==> src/rtl/i2c_target_regs.sv <==
// rtl/i2c_target_regs.sv - I2C target with byte-wide register file (optional general call: I2C_TGT_GENERAL_CALL_EN)
module i2c_target_regs #(
  parameter logic [6:0] TGT_ADDR = 7'h50,
  parameter int         NUM_REGS = 16,
  parameter logic [7:0] REG_RST  = 8'h00,
  localparam int        AW       = $clog2(NUM_REGS)
) (
  input  logic          clk,
  input  logic          rst,
  input  logic          scl_i,
  input  logic          sda_i,
  output logic          sda_o,
  output logic          sda_t,
  input  logic [AW-1:0] loc_addr,
  output logic [7:0]    loc_rdata,
  output logic          wr_stb,
  output logic [AW-1:0] wr_addr,
  output logic [7:0]    wr_data,
  output logic          busy
);

  typedef enum logic [3:0] {
    IDLE, ADDR, ADDR_ACK, PTR, PTR_ACK, WDATA, WACK, RDATA, RACK, IGNORE
  } state_t;

  state_t        state, state_n;
  logic [2:0]    bitcnt, bitcnt_n;
  logic [7:0]    shreg, shreg_n;
  logic [AW-1:0] ptr, ptr_n;
  logic          busy_n, sda_t_n;
  logic          gc, gc_n;
  logic          reg_we, reg_clr;
  logic [7:0]    regs [NUM_REGS];

  logic scl_s1, scl_s2, scl_h;
  logic sda_s1, sda_s2, sda_h;
  logic scl_rise, scl_fall, start, stop;
  logic [7:0] byte_in, rd_byte;

  assign sda_o = 1'b0;

  // Two-stage synchronizers plus history flop; reset to the idle-high bus level
  always_ff @(posedge clk) begin
    if (rst) begin
      scl_s1 <= 1'b1; scl_s2 <= 1'b1; scl_h <= 1'b1;
      sda_s1 <= 1'b1; sda_s2 <= 1'b1; sda_h <= 1'b1;
    end else begin
      scl_s1 <= scl_i; scl_s2 <= scl_s1; scl_h <= scl_s2;
      sda_s1 <= sda_i; sda_s2 <= sda_s1; sda_h <= sda_s2;
    end
  end

  assign scl_rise = scl_s2 & ~scl_h;
  assign scl_fall = ~scl_s2 & scl_h;
  assign start    = scl_s2 & scl_h & sda_h & ~sda_s2;
  assign stop     = scl_s2 & scl_h & ~sda_h & sda_s2;
  assign byte_in  = {shreg[6:0], sda_s2};
  assign rd_byte  = regs[ptr];

  // Protocol state and shift/pointer registers
  always_ff @(posedge clk) begin
    if (rst) begin
      state  <= IDLE;
      bitcnt <= 3'd0;
      shreg  <= 8'h00;
      ptr    <= '0;
      busy   <= 1'b0;
      sda_t  <= 1'b1;
      gc     <= 1'b0;
    end else begin
      state  <= state_n;
      bitcnt <= bitcnt_n;
      shreg  <= shreg_n;
      ptr    <= ptr_n;
      busy   <= busy_n;
      sda_t  <= sda_t_n;
      gc     <= gc_n;
    end
  end

  // Next-state logic; in the ACK states sda_t itself marks whether the ACK is already being driven
  always_comb begin
    state_n  = state;
    bitcnt_n = bitcnt;
    shreg_n  = shreg;
    ptr_n    = ptr;
    busy_n   = busy;
    sda_t_n  = sda_t;
    gc_n     = gc;
    reg_we   = 1'b0;
    reg_clr  = 1'b0;
    if (start) begin
      state_n  = ADDR;
      bitcnt_n = 3'd0;
      sda_t_n  = 1'b1;
      gc_n     = 1'b0;
    end else if (stop) begin
      state_n  = IDLE;
      busy_n   = 1'b0;
      sda_t_n  = 1'b1;
      gc_n     = 1'b0;
    end else begin
      case (state)
        IDLE: begin
        end
        ADDR: begin
          if (scl_rise) begin
            shreg_n  = byte_in;
            bitcnt_n = bitcnt + 3'd1;
            if (bitcnt == 3'd7) begin
              if (byte_in[7:1] == TGT_ADDR) begin
                state_n = ADDR_ACK;
                busy_n  = 1'b1;
              end
`ifdef I2C_TGT_GENERAL_CALL_EN
              else if (byte_in == 8'h00) begin
                state_n = ADDR_ACK;
                busy_n  = 1'b1;
                gc_n    = 1'b1;
              end
`endif
              else begin
                state_n = IGNORE;
              end
            end
          end
        end
        ADDR_ACK: begin
          if (scl_fall) begin
            if (sda_t) begin
              sda_t_n = 1'b0;
            end else begin
              bitcnt_n = 3'd0;
              if (shreg[0]) begin
                shreg_n = rd_byte;
                sda_t_n = rd_byte[7];
                state_n = RDATA;
              end else begin
                sda_t_n = 1'b1;
                state_n = PTR;
              end
            end
          end
        end
        PTR: begin
          if (scl_rise) begin
            shreg_n  = byte_in;
            bitcnt_n = bitcnt + 3'd1;
            if (bitcnt == 3'd7) begin
              if (gc) begin
                if (byte_in == 8'h06) begin
                  reg_clr = 1'b1;
                  ptr_n   = '0;
                  state_n = PTR_ACK;
                end else begin
                  state_n = IGNORE;
                end
              end else begin
                ptr_n   = byte_in[AW-1:0];
                state_n = PTR_ACK;
              end
            end
          end
        end
        PTR_ACK: begin
          if (scl_fall) begin
            if (sda_t) begin
              sda_t_n = 1'b0;
            end else begin
              sda_t_n  = 1'b1;
              bitcnt_n = 3'd0;
              state_n  = gc ? IGNORE : WDATA;
            end
          end
        end
        WDATA: begin
          if (scl_rise) begin
            shreg_n  = byte_in;
            bitcnt_n = bitcnt + 3'd1;
            if (bitcnt == 3'd7) begin
              reg_we  = 1'b1;
              ptr_n   = ptr + AW'(1);
              state_n = WACK;
            end
          end
        end
        WACK: begin
          if (scl_fall) begin
            if (sda_t) begin
              sda_t_n = 1'b0;
            end else begin
              sda_t_n  = 1'b1;
              bitcnt_n = 3'd0;
              state_n  = WDATA;
            end
          end
        end
        RDATA: begin
          if (scl_fall) begin
            if (bitcnt == 3'd7) begin
              sda_t_n = 1'b1;
              ptr_n   = ptr + AW'(1);
              state_n = RACK;
            end else begin
              shreg_n  = {shreg[6:0], 1'b0};
              sda_t_n  = shreg[6];
              bitcnt_n = bitcnt + 3'd1;
            end
          end
        end
        RACK: begin
          if (scl_rise && sda_s2) begin
            state_n = IGNORE;
          end else if (scl_fall) begin
            shreg_n  = rd_byte;
            sda_t_n  = rd_byte[7];
            bitcnt_n = 3'd0;
            state_n  = RDATA;
          end
        end
        IGNORE: begin
          sda_t_n = 1'b1;
        end
        default: begin
          state_n = IDLE;
          sda_t_n = 1'b1;
        end
      endcase
    end
  end

  // Register file: I2C byte writes and general-call clear
  always_ff @(posedge clk) begin
    if (rst || reg_clr) begin
      for (int i = 0; i < NUM_REGS; i++) regs[i] <= REG_RST;
    end else if (reg_we) begin
      regs[ptr] <= byte_in;
    end
  end

  // Write-event report to local logic
  always_ff @(posedge clk) begin
    if (rst) begin
      wr_stb  <= 1'b0;
      wr_addr <= '0;
      wr_data <= 8'h00;
    end else begin
      wr_stb <= reg_we;
      if (reg_we) begin
        wr_addr <= ptr;
        wr_data <= byte_in;
      end
    end
  end

  // Local read port, one clk latency; same-cycle write shows up next cycle
  always_ff @(posedge clk) begin
    if (rst) loc_rdata <= REG_RST;
    else     loc_rdata <= regs[loc_addr];
  end

endmodule

==> config.mk <==
export PLATFORM = sky130hd
export DESIGN_NAME = i2c_target_regs
export DESIGN_NICKNAME = d
export VERILOG_FILES = /design/src/rtl/i2c_target_regs.sv
export SDC_FILE = /design/constraint.sdc
export NUM_CORES = 1
export LEC_CHECK = 0
export BUFFER_PORTS_ARGS = -buffer_cell sky130_fd_sc_hd__buf_4
export CORE_ASPECT_RATIO = 0.9
export CORE_MARGIN = 2
export CORE_UTILIZATION = 50
export CTS_CLUSTER_DIAMETER = 40
export DETAILED_ROUTE_END_ITERATION = 10
export GPL_TIMING_DRIVEN = 0
export MAX_ROUTING_LAYER = met4
export PLACE_DENSITY = 0.73
export SLEW_MARGIN = 20
export SYNTH_ARGS = -nofsm -noshare
export SYNTH_HDL_FRONTEND = slang
export SYNTH_SLANG_ARGS = --single-unit
export TNS_END_PERCENT = 1
==> constraint.sdc <==
create_clock -name clk -period 4.2 [get_ports clk]
set_input_delay 0.84 -clock clk [delete_from_list [all_inputs] [get_ports clk]]
set_output_delay 0.84 -clock clk [all_outputs]
set_load 0.02 [all_outputs]
==> results of run 1 <==
area by class of cell:
class / count / area, sq um / area share (%)
multi-input combinational: 483 / 4230 / 40.4
inverter: 6 / 22.5 / 0.215
clock buffer: 20 / 478 / 4.57
timing repair buffer: 27 / 203 / 1.94
buffer: 64 / 274 / 2.62
sequential: 179 / 4860 / 46.5
tap: 245 / 307 / 2.93
clock inverter: 12 / 87.6 / 0.837
cells in the mapped netlist, types with 3 or more instances:
cell / n
a21oi_1: 29
a22oi_1: 9
or2_1: 5
nor2_1: 23
nor3_1: 17
or3b_1: 3
nor2_2: 12
buf_2: 18
or2_2: 19
o32ai_1: 3
mux2i_1: 4
clkbuf_1: 39
nor3_2: 3
nor2b_1: 12
nand4b_1: 3
nand3_1: 9
and2_1: 113
o2111ai_1: 3
inv_1: 5
mux2_2: 4
nand2_1: 51
buf_4: 3
a211oi_1: 7
o21a_1: 5
nand3b_4: 4
ha_1: 6
buf_1: 4
mux4_2: 71
dfxtp_1: 51
a311oi_1: 7
o31ai_1: 4
edfxtp_1: 128
nor4_1: 8
a21o_1: 3
nand2b_1: 8
o21ai_0: 7
per-layer routing:
layer	global-route usage [%]	share of wire [%]	wire length, microns
met5	-	0	0
met4	11.5	3.2	841
met3	7.52	12	3170
met2	41.2	46	11900
met1	37.1	38	9960
power breakdown:
group	internal [mW]	switching, mW	total, mW
Clock	0.834	0.725	1.56
Combinational	0.121	0.181	0.302
Sequential	1.94	0.0340	1.98
Total	2.90	0.940	3.84
worst reg2reg max path, cell delays in order (launching register included):
cell and delay, ns:
dfxtp_1 0.36, ha_1 0.16, ha_1 0.14, clkbuf_1 0.42, nand2_1 0.23, nor3_4 0.50, nand3b_4 0.25, nor2_2 0.43
or2_1 0.54
worst paths after layout:
check	to	start
setup / recovery	regs[12][5]$_SDFFCE_PN0P_	bitcnt[0]$_SDFFE_PP0P_
hold / removal	scl_s2$_SDFF_PP1_	scl_s1$_SDFF_PP1_
setup reg to reg	regs[12][5]$_SDFFCE_PN0P_	bitcnt[0]$_SDFFE_PP0P_
hold reg to reg	scl_s2$_SDFF_PP1_	scl_s1$_SDFF_PP1_
cell families (layout without fill, tap and decap cells):
kind of cell	count (synthesis)	count (layout)	synth area share, %
compound gates	90	90	6.66
xor+xnor	2	2	0.187
fa+ha+maj	6	6	0.800
buf+inv	70	129	3.16
flops	179	179	51.8
mux	79	79	17.9
other cells	1	1	0.0399
simple gates	305	305	19.4
per-stage QoR:
stage          total power [mW]  hold slack (ns)  utilization, %  cells  setup WS, ns
2_1_floorplan              2.20            0.389               -    732          1.62
3_3_place_gp               2.30            0.393            53.8   1004          1.04
5_1_grt                    3.93            0.425            56.8   1036         0.640
6_report                   3.84            0.420            56.8   1036         0.803
4_1_cts                    3.83            0.422            56.8   1036         0.859
3_5_place_dp               2.31            0.405            53.8   1004         0.867
registers in the layout, summed over array words and instances (netlist names), named ones only:
signal     flops
bitcnt         3
busy           1
loc_rdata      8
ptr            4
regs         128
scl_h          1
scl_s1         1
scl_s2         1
sda_h          1
sda_s1         1
sda_s2         1
sda_t          1
shreg          7
state          4
wr_addr        4
wr_data        8
wr_stb         1
==> flow_summary.toml, run 1 <==
[finish]
layout_commonest_cell = "edfxtp_1"
area_growth_pct = 11.4
final_cell_area_sq_mm = 0.0105
fillCellCount = 1439
drive_gt1_share_pct = 25.7
mostFrequentLayoutCells = "128 x edfxtp_1, 113 x and2_1, 71 x mux4_2"
layout.nets = 792
antenna_cells_inserted = 0

[timing]
skew_ns = 0.0119
finalSetupViolCount = 0
finalHoldViolCount = 0
finalCritPeriodShare_pct = 80.9
fmax_mhz = 294
maxSlewHeadroom_pct = 43.0
slew_violations = 0
rsz0062_at_grt = "no"
finalSetupTns_ns = 0
finalCriticalPeriod_ns = 3.40
worstMarginPinSlew_ns = 0.855

[synthesis]
synth.net_count = 746
synth_ff_type = "edfxtp_1"
netlist.area_leader.share_pct = 40.9
synth-seq-cells = 179
synth_top_cell_by_area = "edfxtp_1"
syn_avg_cell_area_sq_um = 12.8
ys_types = 63
ys_seq_area_share_pct = 51.8
syn-cell-area_sq_mm = 0.00939
synth_cells = 732
synth_warnings = 0
synth-edff-count = 128
synth_async_sr_flop_share_pct = 0
ys_top_cells_by_area = "edfxtp_1 41%, mux4_2 17%, dfxtp_1 11%"

[global_routing]
antenna_found_initial = 0
track_usage_pct = 27.9
grt_max_degree = 17
grt_pass1_wl_microns = 39300
grt_pass1_vias = 6433
grt_overflow = 0

[cts]
cts-htree-levels = 4
path_clk_slew_ns = 0.07
hold_buffers = 0
numCtsBuffers = 17
cts_root_buf = "clkbuf_16"
cts.sinks = 179
cts_resized = 0
clock_latency_ns = 0.44
cts_tree = "done"
clockBufferDepth = 2
cts_setup_buffers = 0

[placement]
gp_congestion = 0.955
numPortBuffers = 27
place_area_sq_mm = 0.00990
dpl.hpwl_microns = 18700

[critical_path]
reg2reg_slack_ns = 0.80
worst_ep_arrival_time_ns = 3.47
rr_worst_depth = 8
cp_cell_sequence = "ha_1, ha_1, clkbuf_1, nand2_1, nor3_4, nand3b_4, nor2_2, or2_1"
crit_slowest_cell = "or2_1"
crit_path_end_kind = "flop"
crit_fanout = 10
critPathTopFamily = "simple AND/OR/NAND/NOR gates"
crit_path_start_kind = "flop"
critPathBufInv = 1
critical_path_required_ns = 4.27
worst-setup-path-type = "flop to flop"
cp_num_cells = 8
slowest_delay_ns = 0.53
cpMostUsedCell = "ha_1"

[pwr]
power.leakage_nw = 3.72
p_per_area_mw_per_mm2 = 367
ir_worst_vdd_mv = 0.268

[die]
ios = 32
std_cell_rows = 47
core_area_sq_mm = 0.0184
die_y_microns = 134
die_width_microns = 148
dieArea_sq_mm = 0.0199
initial_utilization_pct = 51.0

[detailed_routing]
routed_wl_microns = 25900
vias_per_cell = 6.34
first_iter_violations = 857
drtPass1Iterations = 5
num_vias = 6570
wl_per_cell_microns = 25.0
remaining_drc_errors = 0
detail-route-antenna-nets = 0

[outcome]
outcome = "complete, no violations"

[hold_path]
worstHoldPathCells = 1
min_path_type = "flop to flop"

[job]
max_cap_violations = 0
Power figures use the tool's default switching activity.
==> inputs of run 2 (changes only) <==
Settings changed: PLACE_DENSITY 0.73 to 0.76.
Clock period 4.2 ns to 3 ns, I/O delays scaled along.
==> run 2 against run 1 <==
Against the previous run: sequential share of layout area shrank 0.12 points; largest power group unchanged; critical path type unchanged; non-clock buffer count rose by 1; routed wire length is 4.6% lower; clock skew shrank 0.0031 ns; highest routed layer unchanged; first-iteration DRC count decreased by 19%; largest cell class unchanged.
==> flow_summary.toml, run 2 (synthesized netlist as in run 1, its figures left out) <==
[cts]
cts.sinks = 179
cts_root_buf = "clkbuf_16"
hold_buffers = 0
clockBufferDepth = 2
cts-htree-levels = 4
cts_tree = "done"
clock_latency_ns = 0.43
path_clk_slew_ns = 0.07
numCtsBuffers = 17

[finish]
fin_util_pct = 57.0
mostFrequentLayoutCells = "128 x edfxtp_1, 113 x and2_1, 71 x mux4_2"
max_flop_register = "regs"
drive_gt1_share_pct = 26.1
multiInputGateArea_sq_mm = 0.00426
largest_reg_flops = 128
seqCellArea_sq_mm = 0.00486
layout_commonest_cell = "edfxtp_1"
fillCellCount = 1466
layout.nets = 793
top_regs = "regs (128), loc_rdata (8), wr_data (8)"
area_growth_pct = 11.7

[timing]
maxSlewHeadroom_pct = 41.1
fmax_mhz = 344
finalSetupViolCount = 0
skew_ns = 0.00877
finalCriticalPeriod_ns = 2.91
rsz0062_at_grt = "yes"
slew_violations = 0
worstMarginPinSlew_ns = 0.884
finalHoldViolCount = 0
setup_ws_ns = 0.0902
finalCritPeriodShare_pct = 97.0
finalSetupTns_ns = 0

[detailed_routing]
vias_per_cell = 6.26
first_iter_violations = 694
drtPass1Iterations = 5
wl_per_cell_microns = 23.8
num_vias = 6501
detail-route-antenna-nets = 0
routed_wl_microns = 24700
remaining_drc_errors = 0

[critical_path]
critPathBufInv = 2
crit_path_end_kind = "flop"
cpMostUsedCell = "ha_1"
cp_cell_sequence = "ha_1, ha_1, clkbuf_1, nand2_1, nor3_4, buf_12, nand3b_4, nor2_2, or2_1"
critPathTopFamily = "simple AND/OR/NAND/NOR gates"
worst-setup-path-type = "flop to flop"
worst_ep_arrival_time_ns = 3.00
crit_slowest_cell = "or2_1"
crit_fanout = 10
slowest_delay_ns = 0.40
reg2reg_slack_ns = 0.09
crit_path_start_kind = "flop"
critical_path_required_ns = 3.09

[placement]
dp_slack_ns = -0.138
dpl.hpwl_microns = 18000
numPortBuffers = 27
gp_congestion = 0.914

[global_routing]
grt_pass1_vias = 6271
grtUsageMet2_pct = 40.1
track_usage_pct = 26.7
grt_max_degree = 17
antenna_found_initial = 1
gr-usage-met1_pct = 34.9
grt_overflow = 0
busiest_layer = "met2"
grt_pass1_wl_microns = 37800
use_met3_pct = 8.44

[die]
initial_utilization_pct = 51.0
ios = 32
std_cell_rows = 47
die_width_microns = 148
dieArea_sq_mm = 0.0199
core_area_sq_mm = 0.0184
die_y_microns = 134

[hold_path]
min_path_type = "input port to flop"

[job]
max_cap_violations = 0

[pwr]
p_per_area_mw_per_mm2 = 503
ir_worst_vdd_mv = 0.378
power.leakage_nw = 3.69

[outcome]
outcome = "complete, no violations"
run 2: cell types whose count changed in the layout (fill, tap and decap cells not counted), moves of 2 or more:
cell and change:
clkbuf_2 +2, clkinvlp_4 +2, inv_4 -4, nor3_2 -3, nor3_4 +3, or2_1 -4, or2_4 +4
run 2: metal layers:
metal,vias up,wire [microns]
met2,407,11500
li1,2841,-
met5,-,0
met1,3205,9660
met4,0,756
met3,48,2850
run 2: layout make-up:
type,count,area share (%)
Sequential cell,179,46.4
Multi-Input combinational cell,483,40.6
Clock buffer,22,4.45
Clock inverter,10,0.704
Timing Repair Buffer,28,2.12
Tap cell,245,2.92
Buffer,64,2.61
Inverter,6,0.215
Antenna cell,1,0.0239
run 2: worst paths after layout:
| kind | startpoint | endpoint | depth (start not counted) |
|---|---|---|---|
| setup / recovery | bitcnt[0]$_SDFFE_PP0P_ | regs[10][6]$_SDFFCE_PN0P_ | 9 |
| hold / removal | sda_i | sda_s1$_SDFF_PP1_ | 2 |
| setup reg to reg | bitcnt[0]$_SDFFE_PP0P_ | regs[10][6]$_SDFFCE_PN0P_ | 9 |
| hold reg to reg | sda_s1$_SDFF_PP1_ | sda_s2$_SDFF_PP1_ | 1 |
run 2: what timing repair did:
action / in CTS / in global routing
setup buffers: 1 / 0
endpoints found under the setup margin: 76 / 88
pin swaps: 1 / 0
gates resized for setup: 0 / 7
run 2: metrics by stage:
stage	instance area, sq um	std cells	power [mW]	hold slack, ns
after CTS	10500	1037	5.27	0.342
after floorplan	9390	732	3.07	0.389
after detailed placement	9900	1004	3.23	0.407
after global routing	10500	1038	5.40	0.340
final	10500	1038	5.28	0.349
after global placement	9900	1004	3.22	0.394
run 2: power breakdown:
group	internal [mW]	total, mW	switching, mW	leakage, nW
Combinational	0.172	0.418	0.246	1.69
Clock	1.12	2.09	0.973	0.268
Sequential	2.72	2.77	0.0493	1.74
